<file path="config.mk">
export PLATFORM = sky130hd
export DESIGN_NAME = inst_mem_responder
export DESIGN_NICKNAME = d
export VERILOG_FILES = /design/src/rtl/inst_mem_responder_pkg.sv /design/src/rtl/inst_mem_responder_line_store.sv /design/src/rtl/inst_mem_responder.sv
export SDC_FILE = /design/constraint.sdc
export NUM_CORES = 2
export LEC_CHECK = 0
export CAP_MARGIN = 40
export CORE_MARGIN = 2
export CORE_UTILIZATION = 40
export DETAILED_ROUTE_END_ITERATION = 7
export MAX_ROUTING_LAYER = met4
export PLACE_DENSITY = 0.59
export SYNTH_ARGS = -nofsm -noshare
export SYNTH_HDL_FRONTEND = slang
export SYNTH_SLANG_ARGS = --single-unit
</file>
<file path="constraint.sdc">
create_clock -name clk -period 8.77 [get_ports clk]
set_input_delay 1.754 -clock clk [delete_from_list [all_inputs] [get_ports clk]]
set_output_delay 1.754 -clock clk [all_outputs]
set_load 0.005 [all_outputs]
</file>
<file path="src/rtl/inst_mem_responder_pkg.sv">
// rgb_mem_pkg: shared state encoding, default geometry and field-width helpers for the instruction memory responder.
package rgb_mem_pkg;
    typedef enum logic [1:0] {IDLE, FILL, RESP, WRITE} imem_state_t;
    localparam int DEF_LINES = 16;
    localparam int DEF_LINE_WORDS = 4;
    function automatic int off_w(input int line_words);
        return $clog2(line_words);
    endfunction
    function automatic int idx_w(input int lines);
        return $clog2(lines);
    endfunction
endpackage

</file>
<file path="src/rtl/inst_mem_responder_line_store.sv">
// imem_line_store: direct-mapped tag/valid/data arrays with combinational read, word write, tag set and clear-all.
module imem_line_store import rgb_mem_pkg::*; #(
    parameter int LINES = DEF_LINES,
    parameter int LINE_WORDS = DEF_LINE_WORDS,
    parameter int TAG_W = 24
) (
    input  logic                          clk,
    input  logic                          rst,
    input  logic [idx_w(LINES)-1:0]       rd_idx,
    input  logic [off_w(LINE_WORDS)-1:0]  rd_off,
    output logic [TAG_W-1:0]              rd_tag,
    output logic                          rd_valid,
    output logic [31:0]                   rd_word,
    input  logic                          we,
    input  logic [idx_w(LINES)-1:0]       w_idx,
    input  logic [off_w(LINE_WORDS)-1:0]  w_off,
    input  logic [31:0]                   w_data,
    input  logic                          set_en,
    input  logic [idx_w(LINES)-1:0]       set_idx,
    input  logic [TAG_W-1:0]              set_tag,
    input  logic                          clr
);
    logic [31:0]      data [LINES][LINE_WORDS];
    logic [TAG_W-1:0] tags [LINES];
    logic [LINES-1:0] valid;
    assign rd_tag = tags[rd_idx];
    assign rd_valid = valid[rd_idx];
    assign rd_word = data[rd_idx][rd_off];
    always_ff @(posedge clk) begin
        if (we) data[w_idx][w_off] <= w_data;
        if (set_en) tags[set_idx] <= set_tag;
    end
    // clear-all wins over a same-edge set so an invalidate is never lost
    always_ff @(posedge clk or posedge rst) begin
        if (rst) valid <= '0;
        else if (clr) valid <= '0;
        else if (set_en) valid[set_idx] <= 1'b1;
    end
endmodule

</file>
<file path="src/rtl/inst_mem_responder.sv">
// inst_mem_responder: fetch-side responder serving hits from a direct-mapped line store, refilling misses by beats, writing through.
module inst_mem_responder import rgb_mem_pkg::*; #(
    parameter int LINES = DEF_LINES,
    parameter int LINE_WORDS = DEF_LINE_WORDS
) (
    input  logic        clk,
    input  logic        rst,
    input  logic [31:0] addr,
    input  logic [31:0] data_in,
    input  logic        wr,
    input  logic        en,
    input  logic        inval,
    output logic        data_valid,
    output logic [31:0] data_out,
    output logic        mem_req,
    output logic [31:0] mem_addr,
    input  logic        mem_rvalid,
    input  logic [31:0] mem_rdata,
    output logic        mem_we,
    output logic [31:0] mem_wdata,
    input  logic        mem_wack
);
    localparam int OFF_W = off_w(LINE_WORDS);
    localparam int IDX_W = idx_w(LINES);
    localparam int TAG_W = 30 - OFF_W - IDX_W;
    imem_state_t state;
    logic [29:0] req_wa, lk_wa;
    logic [OFF_W-1:0] beat;
    logic [31:0] resp_word, rd_word;
    logic [TAG_W-1:0] rd_tag;
    logic kill, rd_valid, hit, last, st_we, set_en, unused_low;
    assign unused_low = ^addr[1:0];
    assign lk_wa = (state == IDLE) ? addr[31:2] : req_wa;
    assign hit = rd_valid && rd_tag == lk_wa[29:OFF_W+IDX_W] && !inval;
    assign last = &beat;
    assign st_we = (state == FILL && mem_rvalid) || (state == WRITE && mem_wack && hit);
    assign set_en = state == FILL && mem_rvalid && last && !kill;
    imem_line_store #(.LINES(LINES), .LINE_WORDS(LINE_WORDS), .TAG_W(TAG_W)) u_store (
        .clk(clk),
        .rst(rst),
        .rd_idx(lk_wa[OFF_W+IDX_W-1:OFF_W]),
        .rd_off(lk_wa[OFF_W-1:0]),
        .rd_tag(rd_tag),
        .rd_valid(rd_valid),
        .rd_word(rd_word),
        .we(st_we),
        .w_idx(req_wa[OFF_W+IDX_W-1:OFF_W]),
        .w_off(state == FILL ? beat : req_wa[OFF_W-1:0]),
        .w_data(state == FILL ? mem_rdata : mem_wdata),
        .set_en(set_en),
        .set_idx(req_wa[OFF_W+IDX_W-1:OFF_W]),
        .set_tag(req_wa[29:OFF_W+IDX_W]),
        .clr(inval)
    );
    always_ff @(posedge clk or posedge rst) begin
        if (rst) begin
            state <= IDLE;
            data_valid <= 1'b0;
            data_out <= '0;
            mem_req <= 1'b0;
            mem_addr <= '0;
            mem_we <= 1'b0;
            mem_wdata <= '0;
            beat <= '0;
            req_wa <= '0;
            resp_word <= '0;
            kill <= 1'b0;
        end else begin
            data_valid <= 1'b0;
            case (state)
                IDLE: if (en) begin
                    req_wa <= addr[31:2];
                    if (wr) begin
                        state <= WRITE;
                        mem_we <= 1'b1;
                        mem_addr <= {addr[31:2], 2'b00};
                        mem_wdata <= data_in;
                    end else if (hit) begin
                        data_valid <= 1'b1;
                        data_out <= rd_word;
                    end else begin
                        state <= FILL;
                        mem_req <= 1'b1;
                        mem_addr <= {addr[31:OFF_W+2], {(OFF_W+2){1'b0}}};
                        beat <= '0;
                        kill <= 1'b0;
                    end
                end
                FILL: begin
                    // an invalidate seen mid-fill keeps the refilled line from becoming valid
                    if (inval) kill <= 1'b1;
                    if (mem_rvalid) begin
                        beat <= beat + 1'b1;
                        if (beat == req_wa[OFF_W-1:0]) resp_word <= mem_rdata;
                        if (last) begin
                            mem_req <= 1'b0;
                            data_valid <= 1'b1;
                            data_out <= (beat == req_wa[OFF_W-1:0]) ? mem_rdata : resp_word;
                            state <= RESP;
                        end
                    end
                end
                RESP: state <= IDLE;
                WRITE: if (mem_wack) begin
                    mem_we <= 1'b0;
                    data_valid <= 1'b1;
                    data_out <= '0;
                    state <= IDLE;
                end
            endcase
        end
    end
endmodule
</file>
* Word-level counts from Yosys, hierarchy flattened
Memories as Yosys holds them, arrays and structs flattened.
Index checks and enable logic that the tools add are counted.
** Word-level totals
- Flip-flop bits (word level) :: 182
- Memories :: 2
- Word-level logic and storage cells :: 130
- RAM bits :: 2432
- Input bits :: 103
** Cells by class
- Magnitude comparators :: 6
- Equal/unequal tests :: 16
- Add/subtract/negate cells :: 1
- Mux-type cells :: 62
- Reductions and logical operators :: 28
- Bitwise operators :: 3
** Memory list
- u_store.data :: depth 16, bits a word 128, rd ports 1, clocked after Yosys merged registers in 0, wr ports 1, line inst_mem_responder_line_store.sv:23 : logic [31:0] data [LINES][LINE_WORDS];
- u_store.tags :: depth 16, bits a word 24, rd ports 1, clocked after Yosys merged registers in 0, wr ports 1, line inst_mem_responder_line_store.sv:24 : logic [TAG_W-1:0] tags [LINES];
** Operators with widths (count)
- two-way mux 32 bit :: 13
- two-way mux 128 bit :: 1
- one-hot mux 32 bit (3 select lines) :: 1
- binary-select mux 32 bit (select 2 bit) :: 1
- demux 32 bit (select 2 bit) :: 1
- two-way mux 16 bit :: 2
- two-way mux 30 bit :: 1
- == test 24 bit :: 1
- two-way mux 1 bit :: 23
- two-way mux 2 bit :: 11
- != test 2 bit (second input constant) :: 10
- bitwise OR 16 bit :: 1
- AND reduction 5 bit :: 3
- < comparator 4 x 5 -> 1 bit (second input constant) :: 2
- logical AND 1 bit :: 9
- one-hot mux 2 bit (4 select lines) :: 1
- AND reduction 7 bit :: 1
- >= comparator 3 bit (second input constant) :: 2
- NOT 2 -> 3 bit :: 2
- one-hot mux 1 bit (2 select lines) :: 3
- AND reduction 2 bit :: 3
- AND reduction 3 bit :: 2
- AND reduction 6 bit :: 1
- nonzero test 2 bit :: 3
- other kinds (16) :: 18

* Depth between registers and ports, before layout
- Depth after elaboration :: 10
- Depth in mapped cells :: 18

* Cells and area by module
From an unflattened synthesis, not the netlist that was laid out.
** Unflattened totals
- Cells, all modules :: 4807
- Area total of the unflattened synthesis :: 102160.5 um2
** Modules (own cells, without submodules)
- imem_line_store :: area each 93656.1 um2, sequential area each 73430.4 um2, instances 1, cells each 3981
- inst_mem_responder :: area each 8504.4 um2, sequential area each 4103.9 um2, instances 1, cells each 826

* Worst setup path before layout
Ideal clock, no wire load.
- Path type :: input to register
- Start point :: input port addr[4]
- End point :: memory u_store.data[14][0] (netlist name), enable pin
- Setup slack :: 1406 ps
- Setup time :: 461 ps
- Buffers on the path :: 6
- Stages on the path :: 16
- Arrival time :: 6903 ps
- Cell sequence :: buf_4 or3b_1 buf_2 nand2_2 buf_4 buf_4 buf_4 o2111ai_1 nand4_1 xor2_1 o41ai_1 o211ai_1 nor4_4 a41oi_2 clkbuf_1 nor3_1
** On the way
- Word-level cells in the longest chain between the ends :: 9
** RTL lines
- start: declaration :: line inst_mem_responder.sv:8 : input logic [31:0] addr,
- two-way mux 30 bit * :: line inst_mem_responder.sv:33 : assign lk_wa = (state == IDLE) ? addr[31:2] : req_wa;
- memory read (16 x 24 bit) / binary-select mux 1 bit (select 4 bit) (equally long branches)
- == test 24 bit / two-way mux 1 bit (equally long branches) :: line inst_mem_responder.sv:34, inst_mem_responder_line_store.sv:27
- logical AND 1 bit * (2 in a row) :: line inst_mem_responder.sv:34 : assign hit = rd_valid && rd_tag == lk_wa[29:OFF_W+IDX_W] && !inval;
- logical AND 1 bit * :: line inst_mem_responder.sv:36 : assign st_we = (state == FILL && mem_rvalid) || (state == WRITE && mem_wack && hit);
- logical OR 1 bit * :: line inst_mem_responder.sv:36
- two-way mux 1 bit * :: line inst_mem_responder_line_store.sv:30 : if (we) data[w_idx][w_off] <= w_data;
- two-way mux 128 bit (not written as such) * :: line inst_mem_responder_line_store.sv:30
- end: declaration :: line inst_mem_responder_line_store.sv:23
Every way passes the cells marked *; elsewhere a longest branch is shown, timed or not. The select of a mux whose other input is x is not followed.

* Worst setup path in the final report
- Start point :: input port addr[6]
- End point :: memory u_store.data[5][51] (netlist name), enable pin
The elaborated chain is that of the path after synthesis.

==> flow_summary.json <==
{
  "path_delay_family": "compound AO/OA/AOI/OAI gates",
  "hold_viol_final": 0,
  "fillers": 22400,
  "synthTopCellsByArea": "edfxtp_1 (70%), nand2_1 (7.3%), dfrtp_1 (4.3%), nand3_1 (4.2%), mux2i_1 (2.9%)",
  "initial_core_util_pct": 40.2,
  "worstPathBufferInverterCount": 3,
  "required_ns": 9.25,
  "row_count": 187,
  "start_kind": "primary input",
  "die_w_um": 514,
  "skew_ns": 0.113,
  "drc_errors": 0,
  "synth_top_family_by_area": "simple AND/OR/NAND/NOR gates",
  "post_cts_buffers": 0,
  "ant_nets": 0,
  "multi_input_area_mm2": 0.0253,
  "io_pins": 202,
  "clock-sinks": 2612,
  "synth-seq-cells": 2612,
  "clkTransAtPathRegs_ns": 0.06,
  "worstSetupStartpoint": "addr[6]",
  "arrival_ns": 7.46,
  "finalPower_uw": 46700,
  "fmax_mhz": 143,
  "min_from": "mem_addr[7]",
  "grt-ovfl-total": 0,
  "synthMuxAreaShare_pct": 5.00,
  "rsz0062_at_grt": "false",
  "tightest_slew_ns": 1.09,
  "antenna_found_initial": 16,
  "track_usage_pct": 23.0,
  "die-area_mm2": 0.265,
  "yosysTopAreaCell": "edfxtp_1",
  "synth_compound_area_share_pct": 4.57,
  "grt_max_degree": 164,
  "critical_path_cell_count": 12,
  "critPathCaptureType": "flip-flop",
  "synth_area_mm2": 0.104,
  "irDropWorstVdd_mv": 0.336,
  "cts_buffer_depth": 4,
  "h-tree-depth": 5,
  "drtIter0Drc": 8202,
  "cts-resized-gates": 0,
  "cts_tree": "built",
  "cts-root-buf": "clkbuf_16",
  "worstRegToRegCells": 15,
  "maxCapViolations": 0,
  "dr.pass1.iters": 6,
  "dpl_worst_slack_ns": 0.981,
  "setup_slack_ns": 1.79,
  "gp_congestion": 0.864,
  "synthFlopType": "edfxtp_1",
  "critical_path_class": "primary input to flip-flop",
  "setup_tns_ns": 0,
  "avgSynthCellArea_um2": 13.6,
  "wl_mm": 303,
  "timing.hold.ws_ns": 0.491,
  "wire_per_inst_um": 26.4,
  "crit_slowest_cell": "clkdlybuf4s50_1",
  "hpwl_mm": 171,
  "ys.warnings.count": 0,
  "drive_gt1_share_pct": 12.0,
  "status": "complete, no violations",
  "seq_area_frac_synth_pct": 74.4,
  "r2r-start": "state[1]",
  "slowest_delay_ns": 0.95,
  "synth_xor_area_share_pct": 0.193,
  "clk_latency_ns": 0.96,
  "ctsHoldBuffers": 0,
  "holdPathStages": 1,
  "power_density_mw_per_mm2": 386,
  "p_leak_uw": 0.0415,
  "synth_edf_count": 2432,
  "hold_path.class": "flip-flop to flip-flop",
  "yosys.area_share.adder_pct": 0.0120,
  "seq_area_mm2": 0.0775,
  "netlist_instances": 7637,
  "io_buffers": 197,
  "post-route-period-util_pct": 79.5,
  "grt_pass1_wl_mm": 435,
  "vias": 65900,
  "cp_cell_sequence": "clkdlybuf4s50_1 > or4b_2 > o21a_1 > o32ai_1 > o31ai_1 > o41ai_1 > o211ai_1 > nor4_4 > a41oi_4 > buf_12 > nor3_2 > buf_4",
  "nNetsFinal": 7992,
  "ys_types": 78,
  "syn2layout_area_growth_pct": 16.1,
  "period_needed_ns": 6.98,
  "async_reset_ff_share_pct": 6.89,
  "finalSetupViolCount": 0,
  "synth_top_area_share_pct": 70.1,
  "fp.coreArea_mm2": 0.259,
  "via_per_inst": 5.74,
  "relSlewSlack_pct": 27.2,
  "drv_slew": 0,
  "cts_made_buffers": 291,
  "crit_fanout": 64,
  "yosys.area_share.simple_pct": 13.9,
  "chipHeight_um": 514,
  "grt_pass1_vias": 62300
}
==> cell usage after synthesis, drive strengths merged, types with 9 or more instances <==
library cell	n
a32oi	127
dfrtp	180
o211ai	14
nor4	12
a311oi	32
o32ai	12
buf	151
nand2b	14
a21oi	105
mux2i	298
inv	9
a2111oi	10
xnor2	10
a31oi	119
and3	62
o21ai	82
mux2	167
nand4	118
o22ai	24
nand3	884
nand2	2014
edfxtp	2432
o2111ai	10
nor2	112
mux4	11
nor3	98
xor2	13
clkbuf	351
a211oi	49
==> layer usage <==
layer | wire (um) | vias to the layer above | part of all wire [%] | track usage (%)
met3 | 27300 | 504 | 9.0 | 4.38
met2 | 139000 | 2981 | 46 | 34.9
met1 | 128000 | 33500 | 42 | 31.6
met4 | 8600 | 0 | 2.8 | 6.40
met5 | 0 | - | 0 | -
li1 | - | 28900 | - | -
==> where the power goes <==
group / internal, uW / leakage [uW] / total (uW) / switching [uW]
logic: 5020 / 0.0129 / 17900 / 12900
clock network: 6870 / 0.00442 / 11600 / 4780
registers: 16500 / 0.0242 / 17100 / 647
total: 28400 / 0.0415 / 46700 / 18300
==> layout by cell type (no fill, tap or decap), types with 18 or more instances in the layout <==
master           netlist  routed
mux2i_1              298     295
buf_12                 0      52
a32oi_1              126     126
a21oi_1              105     105
o22ai_1               24      24
clkdlybuf4s50_1        0     197
clkbuf_1             351      49
a211oi_1              49      49
a31oi_1              119     115
dfrtp_1              180     179
clkinv_2               0      42
o21ai_0               79      76
buf_4                 11     192
edfxtp_1            2432    2432
nand4_1              118     118
nand2_1             2013    1979
nor3_1                98      28
mux2_2               111     109
clkinv_1               0      46
nor2_1               112      93
clkbuf_16              0     295
bufinv_16              0      18
mux2_1                30      30
a311oi_1              32      31
nor3_2                 0      68
mux2_4                26      28
clkbuf_8               0      24
nand2_2                1      33
and3_1                62      62
nand3_1              884     884
==> through the flow <==
step	instance area (um^2)	instances	utilization [%]
3_3_place_gp	112000	11000	43.0
4_1_cts	121000	11500	46.6
3_5_place_dp	112000	11000	43.2
5_1_grt	121000	11500	46.6
6_report	121000	11500	46.7
2_1_floorplan	104000	7638	-
==> worst reg2reg max path, stage by stage (launching register included) <==
cell and delay, ns:
dfrtp_1 0.35, buf_4 0.27, nor2_4 0.55, buf_4 0.62, o31a_1 0.44, buf_4 0.27, a211oi_1 0.07, a2111o_1 0.37
and3_1 0.21, nor4_1 0.44, o2111ai_1 0.25, nor4_4 0.68, a41oi_4 0.24, buf_12 0.24, nor3_2 0.42, buf_4 0.56
==> logic make-up after synthesis <==
family,count (synthesis)
mux,476
xor+xnor,23
other cells,1
fa+ha+maj,1
flops,2612
buf+inv,511
compound gates,668
simple gates,3345
==> area by class of cell <==
| class | count | share of cell area (%) |
|---|---|---|
| repair buffers | 459 | 3.92 |
| multi-input cells | 4515 | 20.9 |
| clock inverters | 126 | 0.936 |
| inverters | 9 | 0.0341 |
| clock buffers | 368 | 6.53 |
| well taps | 3402 | 3.52 |
| diodes | 5 | 0.0103 |
| flip-flops and latches | 2612 | 64.1 |
==> final timing paths <==
| check | slack (ns) | to |
|---|---|---|
| max in group asynchronous | 6.08 | data_out[11] |
| setup / recovery | 1.79 | u_store.data[5][51] |
| hold reg to reg | 0.49 | mem_addr[7] |
| hold / removal | 0.49 | mem_addr[7] |
| min in group asynchronous | 1.34 | mem_wdata[11] |
| setup reg to reg | 2.38 | u_store.data[5][51] |
==> registers in the layout, summed over array words and instances, names as in the netlist <==
signal and cells:
data_out 32, u_store.tags 384, kill 1, data_valid 1, mem_we 1, beat 2, state 2, resp_word 32
mem_addr 30, mem_req 1, u_store.data 2048, mem_wdata 32, u_store.valid 16, req_wa 30
No activity file was read; power rests on OpenSTA's default activity.
